### config.mk
export PLATFORM = sky130hd
export DESIGN_NAME = uart_loader
export DESIGN_NICKNAME = d
export VERILOG_FILES = /design/src/rtl/uart_loader_pkg.sv /design/src/rtl/uart_loader_packer.sv /design/src/rtl/uart_loader.sv
export SDC_FILE = /design/constraint.sdc
export NUM_CORES = 1
export LEC_CHECK = 0
export ABC_AREA = 1
export CORE_UTILIZATION = 54
export DETAILED_ROUTE_END_ITERATION = 12
export GPL_ROUTABILITY_DRIVEN = 1
export HOLD_SLACK_MARGIN = 0.15
export PLACE_DENSITY_LB_ADDON = 0.05
export RECOVER_POWER = 25
export SLEW_MARGIN = 20
export SYNTH_ARGS = -nofsm -noshare
export SYNTH_HDL_FRONTEND = slang
export SYNTH_SLANG_ARGS = --single-unit
### constraint.sdc
create_clock -name clk_i -period 2.06 [get_ports clk_i]
set_input_delay 0.412 -clock clk_i [delete_from_list [all_inputs] [get_ports clk_i]]
set_output_delay 0.412 -clock clk_i [all_outputs]
set_load 0.1 [all_outputs]
### src/rtl/uart_loader_pkg.sv
// Shared definitions for the UART boot loader: FSM state encoding, load
// phases, UART register map, status bit positions and response bytes.
package uart_loader_pkg;

    typedef enum logic [3:0] {
        IDLE    = 4'd0,
        POLL    = 4'd1,
        READ    = 4'd2,
        SETTLE  = 4'd3,
        STORE   = 4'd4,
        TXPOLL  = 4'd5,
        TXWRITE = 4'd6,
        DONE    = 4'd7,
        ERROR   = 4'd8
    } state_t;

    // Which part of the byte stream the next received byte belongs to.
    typedef enum logic [1:0] {
        PH_HEADER  = 2'd0,
        PH_PAYLOAD = 2'd1,
        PH_CHECK   = 2'd2
    } phase_t;

    localparam logic [4:0] REG_RX     = 5'h00;
    localparam logic [4:0] REG_TX     = 5'h04;
    localparam logic [4:0] REG_STATUS = 5'h08;

    localparam int ST_RX_NE   = 0;
    localparam int ST_TX_FULL = 3;
    localparam int ST_OVERRUN = 5;
    localparam int ST_FRAME   = 6;

    localparam logic [7:0] ACK = 8'h06;
    localparam logic [7:0] NAK = 8'h15;

    // A receive-side fault is either a framing error or an overrun.
    function automatic logic status_error(input logic [7:0] status);
        return status[ST_FRAME] | status[ST_OVERRUN];
    endfunction

endpackage

### src/rtl/uart_loader_packer.sv
// Byte-to-word assembler for the loader: little-endian shift register,
// modulo-4 byte count and running XOR of the payload bytes.
module uart_loader_packer (
    input  logic        clk_i,
    input  logic        rst_i,
    input  logic        clr,
    input  logic        shift,
    input  logic        xor_en,
    input  logic [7:0]  byte_in,
    output logic [31:0] word,
    output logic [1:0]  byte_cnt,
    output logic [7:0]  csum
);

    // New bytes enter at the top so the first byte of a group ends in [7:0].
    always_ff @(posedge clk_i or negedge rst_i) begin
        if (!rst_i) begin
            word     <= '0;
            byte_cnt <= '0;
            csum     <= '0;
        end else if (clr) begin
            word     <= '0;
            byte_cnt <= '0;
            csum     <= '0;
        end else if (shift) begin
            word     <= {byte_in, word[31:8]};
            byte_cnt <= byte_cnt + 2'd1;
            if (xor_en) begin
                csum <= csum ^ byte_in;
            end
        end
    end

endmodule

### src/rtl/uart_loader.sv
// UART boot loader: polls a UART, reads a 32-bit little-endian word count
// followed by that many payload words, writes them to memory from BASE_ADDR
// upward and answers with ACK/NAK on the UART TX register.
// Optional feature: define UART_LOADER_CHECKSUM_EN to read a trailing XOR
// checksum byte after the payload and answer NAK on mismatch.
// Handshakes: a UART access completes in a cycle where its strobe and
// hs_ready_i are both 1 (read data sampled in that cycle); a memory write
// completes in a cycle where mem_we_o and mem_ready_i are both 1, and address
// and data stay constant until then. state_o exposes the FSM state for debug.
module uart_loader
    import uart_loader_pkg::*;
#(
    parameter logic [31:0] BASE_ADDR = 32'h0000_0000,
    parameter int          MAX_WORDS = 4096
) (
    input  logic        clk_i,
    input  logic        rst_i,
    input  logic        start_i,
    output logic        hs_read_o,
    output logic        hs_write_o,
    output logic [4:0]  hs_addr_o,
    output logic [7:0]  hs_data_o,
    input  logic        hs_ready_i,
    input  logic [7:0]  hs_data_i,
    output logic        mem_we_o,
    output logic [31:0] mem_addr_o,
    output logic [31:0] mem_wdata_o,
    input  logic        mem_ready_i,
    output logic        busy_o,
    output logic        done_o,
    output logic        error_o,
    output logic [3:0]  state_o
);

    state_t      state, next;
    phase_t      phase;
    logic [12:0] k;
    logic [31:0] n;
    logic        nak;
    logic [31:0] word;
    logic [1:0]  byte_cnt;
    logic [7:0]  csum;
    logic        start_ok;
    logic        last_word;

    assign start_ok  = start_i && (state == IDLE || state == DONE || state == ERROR);
    assign last_word = ({19'd0, k} == n - 32'd1);

    uart_loader_packer u_packer (
        .clk_i    (clk_i),
        .rst_i    (rst_i),
        .clr      (start_ok),
        .shift    (state == READ && hs_ready_i),
        .xor_en   (phase == PH_PAYLOAD),
        .byte_in  (hs_data_i),
        .word     (word),
        .byte_cnt (byte_cnt),
        .csum     (csum)
    );

    // State register.
    always_ff @(posedge clk_i or negedge rst_i) begin
        if (!rst_i) begin
            state <= IDLE;
        end else begin
            state <= next;
        end
    end

    // Session bookkeeping: phase, word index, word count and NAK flag.
    always_ff @(posedge clk_i or negedge rst_i) begin
        if (!rst_i) begin
            phase <= PH_HEADER;
            k     <= '0;
            n     <= '0;
            nak   <= 1'b0;
        end else if (start_ok) begin
            phase <= PH_HEADER;
            k     <= '0;
            n     <= '0;
            nak   <= 1'b0;
        end else if (state == SETTLE) begin
            if (phase == PH_HEADER && byte_cnt == 2'd0) begin
                n     <= word;
                phase <= PH_PAYLOAD;
            end else if (phase == PH_CHECK) begin
                // The checksum byte was the last one shifted into the top lane.
                nak <= (word[31:24] != csum);
            end
        end else if (state == STORE && mem_ready_i) begin
            k <= k + 13'd1;
            if (last_word) begin
                phase <= PH_CHECK;
            end
        end
    end

    // Next-state and output decode; all outputs idle at zero.
    always_comb begin
        next        = state;
        hs_read_o   = 1'b0;
        hs_write_o  = 1'b0;
        hs_addr_o   = REG_RX;
        hs_data_o   = 8'h00;
        mem_we_o    = 1'b0;
        mem_addr_o  = 32'h0;
        mem_wdata_o = 32'h0;
        case (state)
            IDLE, DONE, ERROR: begin
                if (start_i) next = POLL;
            end
            POLL: begin
                hs_read_o = 1'b1;
                hs_addr_o = REG_STATUS;
                if (hs_ready_i) begin
                    if (status_error(hs_data_i))  next = ERROR;
                    else if (hs_data_i[ST_RX_NE]) next = READ;
                end
            end
            READ: begin
                hs_read_o = 1'b1;
                hs_addr_o = REG_RX;
                if (hs_ready_i) next = SETTLE;
            end
            SETTLE: begin
                case (phase)
                    PH_HEADER: begin
                        if (byte_cnt != 2'd0)              next = POLL;
                        else if (word > 32'(MAX_WORDS))    next = ERROR;
                        else if (word == 32'd0)            next = TXPOLL;
                        else                               next = POLL;
                    end
                    PH_PAYLOAD: next = (byte_cnt == 2'd0) ? STORE : POLL;
                    default:    next = TXPOLL;
                endcase
            end
            STORE: begin
                mem_we_o    = 1'b1;
                mem_addr_o  = BASE_ADDR + {17'd0, k, 2'b00};
                mem_wdata_o = word;
                if (mem_ready_i) begin
`ifdef UART_LOADER_CHECKSUM_EN
                    next = POLL;
`else
                    next = last_word ? TXPOLL : POLL;
`endif
                end
            end
            TXPOLL: begin
                hs_read_o = 1'b1;
                hs_addr_o = REG_STATUS;
                if (hs_ready_i && !hs_data_i[ST_TX_FULL]) next = TXWRITE;
            end
            TXWRITE: begin
                hs_write_o = 1'b1;
                hs_addr_o  = REG_TX;
                hs_data_o  = nak ? NAK : ACK;
                if (hs_ready_i) next = nak ? ERROR : DONE;
            end
            default: next = IDLE;
        endcase
    end

    assign busy_o  = !(state == IDLE || state == DONE || state == ERROR);
    assign done_o  = (state == DONE);
    assign error_o = (state == ERROR);
    assign state_o = state;

endmodule
==> results_dict.tcl <==
set metrics [dict create \
    cts_buffer_depth 2 \
    regToRegSetupSlack_ns -0.16 \
    path_buf_inv 4 \
    placed_cells 1117 \
    synth_ff_type "dfrtp_1" \
    fin_nets 1046 \
    placed_area_mm2 0.00813 \
    cts_max_level 3 \
    peakVddDrop_uv 2130 \
    wl_per_cell_um 20.5 \
    required_ns 1.65 \
    io_buffers 73 \
    critPathSlowestCell "dfrtp_4" \
    cts_num_sinks 94 \
    arrival_ns 1.98 \
    synth.area.top_cells "dfrtp_1 (39%), nand2_1 (13%), inv_1 (8.5%)" \
    r2r_cells 13 \
    fin_area_mm2 0.00914 \
    grt_usage_pct 36.6 \
    vias 6981 \
    ys_ff_latch 94 \
    yosys.area.top_type "dfrtp_1" \
    grt_use_met2_pct 61.8 \
    fp.dieArea_mm2 0.0116 \
    grt_pass1_wl_um 32200 \
    avgSynthCellArea_um2 6.86 \
    hold_depth 2 \
    met3_usage_pct 7.87 \
    finClkSkew_ns 0.0145 \
    hold_slack_ns 0.532 \
    ys_async_sr_fraction_pct 100 \
    postRouteWirelength_um 24100 \
    rsz0062_at_grt "yes" \
    instances_no_fill 1175 \
    overflow 0 \
    worst_pin_slew_ns 1.05 \
    crit_chain "nor2_4, inv_2, nor2_4, inv_4, buf_16, nor2_4, buf_12" \
    yosysUniqueCellTypes 39 \
    maxCapViolations 0 \
    critPathMaxStageDelay_ns 0.54 \
    hold_end "u_packer.word[3]" \
    min_from "u_packer.word[3]" \
    timing.fmax_mhz 418 \
    drt_iter0_markers 753 \
    rows 38 \
    hp-class "reg -> reg" \
    status "finished with violations" \
    synth_top_area_share_pct 39.0 \
    end_kind "output port" \
    violations "negative setup slack" \
    finalHoldViolations 0 \
    clk_latency_ns 0.39 \
    period_needed_ns 2.39 \
    boundaryPins 100 \
    hpwl_um 14100 \
    drive_above_1_share_pct 30.4 \
    grt_pass1_vias 6317 \
    area_growth_pct 51.7 \
    path_delay_family "buffers and inverters" \
    startpoint_type "flop" \
    p_leak_nw 4.28 \
    crit_fanout 8 \
    firstDrtPassIters 6 \
    slew_viol_final 0 \
    post-route-util_pct 84.3 \
    synth_area_mm2 0.00603 \
    power_density_mw_per_mm2 1010 \
    ys_seq_area_share_pct 39.0 \
    reg2reg_from "n[2]" \
    die_y_um 108 \
    antenna_cells 0 \
    crit_top_cell "nor2_4" \
    preCtsSetupSlack_ns -0.347 \
    grt_busiest_layer "met2" \
    slew_headroom_pct 30.0 \
    ant_nets 0 \
    finalSetupViolCount 89 \
    met1_usage_pct 44.6 \
    worst_slack_ns -0.334 \
    drc 0 \
    postSynthCellCount 878 \
    core_mm2 0.0108 \
    yosys_warnings 0 \
    setup-tns-final_ns -16.27 \
    fin_crit_sh_pct 116 \
    cts-root-buf "clkbuf_8" \
    vias_per_cell 5.94 \
    place_congestion 0.922 \
    die_x_um 108 \
    numCtsBuffers 9 \
    grt_max_degree 51 \
    start_util_pct 55.6 \
    r2r_end "state_o[2]" \
    clk_pin_slew_ns 0.11 \
    p_total_mw 9.27 \
    antenna_found_initial 0 \
    synth-edff-count 0 \
    path_class "reg -> out" \
    cts_tree "done" \
]
-- sequential cells by signal (all words and copies together) (netlist names) --
signal,count
u_packer.word,32
state_o,4
k,13
phase,2
n,32
u_packer.csum,8
nak,1
u_packer.byte_cnt,2
-- worst max-delay path by stage --
stage	start	endpoint	slack (ns)	depth (start not counted)
detailed placement	n[0]	phase[0]	-0.35	12
floorplan	state_o[3]	k[10]	-0.83	12
CTS	state_o[1]	mem_wdata_o[1]	-0.23	7
global placement	n[0]	phase[0]	-0.31	12
global route	state_o[1]	mem_wdata_o[1]	-0.37	7
finish	state_o[0]	mem_wdata_o[1]	-0.33	7
-- layout by cell type (no fill, tap or decap), types with 5 or more instances in the layout --
master,Yosys,routed
dfrtp_1,94,86
a22oi_1,9,8
nor2_1,118,57
nor2_4,6,69
a21oi_1,16,16
nor2_2,16,15
clkbuf_8,0,10
buf_4,29,71
nand4_1,14,14
clkdlybuf4s50_1,0,11
nand2_1,212,200
xor2_1,13,12
buf_6,1,9
nand2_2,6,13
inv_2,3,7
nand2_4,2,6
nor3b_1,8,6
o21ai_0,82,66
conb_1,1,26
o21ai_1,2,17
nand3_1,41,37
buf_12,0,63
o22ai_1,6,6
nor3_1,19,17
inv_1,137,126
buf_16,0,5
-- tightest hold or removal path: stages, from the launching register on --
cell and delay [ns]:
dfrtp_1 0.37, nand2_1 0.06, o21ai_0 0.07
-- synth_stat cells (all sizes together), types with 8 or more instances --
master / n
buf: 40
xor2: 13
a22oi: 9
a21oi: 17
nor3: 21
nor3b: 8
nand4: 14
nor2: 140
o21ai: 84
nand3: 41
clkbuf: 12
dfrtp: 94
inv: 140
nand2: 220
-- kinds of logic after synthesis --
kind of cell	synth area share [%]
fa+ha+maj	0.623
xor+xnor	2.18
simple gates	33.2
buf+inv	14.1
other cells	0.0622
flops	39.0
compound gates	10.8
-- where the power goes --
group / switching [mW] / internal [mW] / total [mW]
logic: 3.50 / 1.91 / 5.41
registers: 0.302 / 2.06 / 2.36
clock network: 0.780 / 0.727 / 1.51
total: 4.58 / 4.70 / 9.27
-- layer usage --
metal,wire length (um),up-vias
met1,8480,3227
met3,2340,154
li1,-,3021
met4,1640,0
met2,11600,579
met5,0,-
-- what timing repair did --
item / 4_1_cts / 5_1_grt
setup endpoints to repair: 65 / 137
pin swaps: 24 / 29
resized for setup: 41 / 61
endpoints found under the hold margin: 32 / 0
hold buffers: 1 / 0
cloned: 5 / 4
buffers inserted: 15 / 18
-- layout make-up --
cell class                 count  area (um^2)
clock inverter                 6         91.3
inverter                     140          552
timing repair buffer         166         2230
tap                          140          175
fill                         578         1700
clock buffer                  10          138
timing repair inverter         1         6.26
multi-input combinational    618         3570
sequential                    94         2370
(Power assumes the default switching activity.)
==> edit, RTL diff (config.mk and constraints unchanged) <==
The 3 values of `phase_t` get a one-hot encoding in 3 bits.
--- a/src/rtl/uart_loader_pkg.sv
+++ b/src/rtl/uart_loader_pkg.sv
@@ -15,10 +15,10 @@
     } state_t;
 
     // Which part of the byte stream the next received byte belongs to.
-    typedef enum logic [1:0] {
-        PH_HEADER  = 2'd0,
-        PH_PAYLOAD = 2'd1,
-        PH_CHECK   = 2'd2
+    typedef enum logic [2:0] {
+        PH_HEADER  = 3'b001,
+        PH_PAYLOAD = 3'b010,
+        PH_CHECK   = 3'b100
     } phase_t;
 
     localparam logic [4:0] REG_RX     = 5'h00;
Function: same outputs for any inputs over 10 cycles, from zero or initial values and one cycle with rst_i low; not proved beyond that.
==> edit against the original RTL <==
- largest cell class unchanged
- first-iteration DRC count is 2.1% lower
- the run still ends with setup timing left
- register-to-register slack improved by 0.06 ns
- power shrank 3.5%
- sequential cell count increased by 1
- routed wire length down 7.0%
- utilization shrank 2.6 points
- final area fell by 2.2%
- highest routed layer unchanged
- sequential share of layout area rose by 0.86 points
- worst setup slack better by 0.099 ns
- critical endpoint is now mem_wdata_o[12]
- largest power group unchanged
- synthesized area grew 1.3%
- clock skew decreased by 0.0039 ns
==> edit: results (changes against the original RTL) <==
\begin{tabular}{lr}
\hline
Metric & Value \\
\hline
\multicolumn{2}{l}{\textbf{Run status}} \\
\quad Outcome & finished, violations left \\
\quad Violations in the final reports & setup timing \\
\multicolumn{2}{l}{\textbf{Power and ir drop}} \\
\quad Power share of the sequential group & 26.0\% (+0.5 points) \\
\quad Peak ir drop on the vdd network & 0.000938 V (-56\%) \\
\quad Static power due to leakage & 0.00417 uW (-2.8\%) \\
\quad Share of total power in combinational logic & 54.5\% (-3.8 points) \\
\multicolumn{2}{l}{\textbf{Route}} \\
\quad Detailed-route vias per instance & 5.81 (-2.1\%) \\
\quad Met2 wire len & 10,800 um (-7.1\%) \\
\multicolumn{2}{l}{\textbf{Worst setup path}} \\
\quad Largest incremental delay on the critical path & 0.52 ns (-0.02 ns) \\
\quad Worst reg-to-reg setup slack & -0.10 ns (+0.06 ns) \\
\quad Crit path arrival time & 1.88 ns (-0.10 ns) \\
\multicolumn{2}{l}{\textbf{Cells and area}} \\
\quad Fill cell count & 633 (+9.5\%) \\
\quad Final Cell Area & 0.00894 sq mm (-2.2\%) \\
\quad Ratio of cells with drive above 1 in the final layout & 28.0\% (-2.4 points) \\
\multicolumn{2}{l}{\textbf{Timing}} \\
\quad Post-Route Hold Slack & 0.515 ns (-0.0171 ns) \\
\quad Final worst slack & -0.236 ns (+0.0988 ns) \\
\quad Setup violation total in the final timing report & 69 (-22\%) \\
\quad Slew margin rel. & 52.6\% (+23 points) \\
\multicolumn{2}{l}{\textbf{Synth}} \\
\quad Most area-consuming cells after synthesis & sky130\_fd\_sc\_hd\_\_dfrtp\_1 (39\%), sky130\_fd\_sc\_hd\_\_nand2\_1 (14\%), sky130\_fd\_sc\_hd\_\_nor2\_1 (8.3\%) \\
\quad Synthesized-area fraction occupied by adder cells & 0.615\% (-0.0082 points) \\
\quad Synth top cells by count & sky130\_fd\_sc\_hd\_\_nand2\_1 (223), sky130\_fd\_sc\_hd\_\_nor2\_1 (135), sky130\_fd\_sc\_hd\_\_inv\_1 (122), sky130\_fd\_sc\_hd\_\_dfrtp\_1 (94), sky130\_fd\_sc\_hd\_\_o21ai\_0 (58) \\
\multicolumn{2}{l}{\textbf{Placement}} \\
\quad Inst Count DP & 1,109 (-0.72\%) \\
\multicolumn{2}{l}{\textbf{GRT}} \\
\quad Wire length of the first global-routing pass & 30,800 um (-4.3\%) \\
\quad Met3 demand-to-capacity share in global routing & 5.67\% (-2.2 points) \\
\quad Global routing usage on met1 & 43.4\% (-1.2 points) \\
\quad GR Util All Layers & 35.0\% (-1.6 points) \\
\hline
\end{tabular}
[edit: critical path: cells and delay by family, from the launching register on]
family | cells | cell delay (ns)
buf+inv | 4 | 0.53
simple gates | 3 | 0.48
flops | 1 | 0.52
[edit: layout make-up]
class                      count  area share [%]
clock inverter                 6           0.742
inverter                     129            5.71
sequential                    95            26.8
clock buffer                  10            2.67
multi-input combinational    643            40.5
tap                          140            1.96
timing repair buffer         138            21.6
[edit: final timing paths]
path	startpoint	to	depth (start not counted)
min in group asynchronous	rst_i	n[26]	2
hold / removal	phase[0]	phase[0]	2
hold reg to reg	phase[0]	phase[0]	2
setup reg to reg	n[1]	phase[1]	15
max in group asynchronous	rst_i	state_o[3]	3
setup / recovery	state_o[1]	mem_wdata_o[12]	7
[edit: repair_timing]
item	in CTS	in global routing
hold endpoints to repair	26	0
pin swaps	11	26
resized for setup	24	41
cloned	3	2
setup buffers	9	21
endpoints found under the setup margin	53	71
hold buffers	1	0
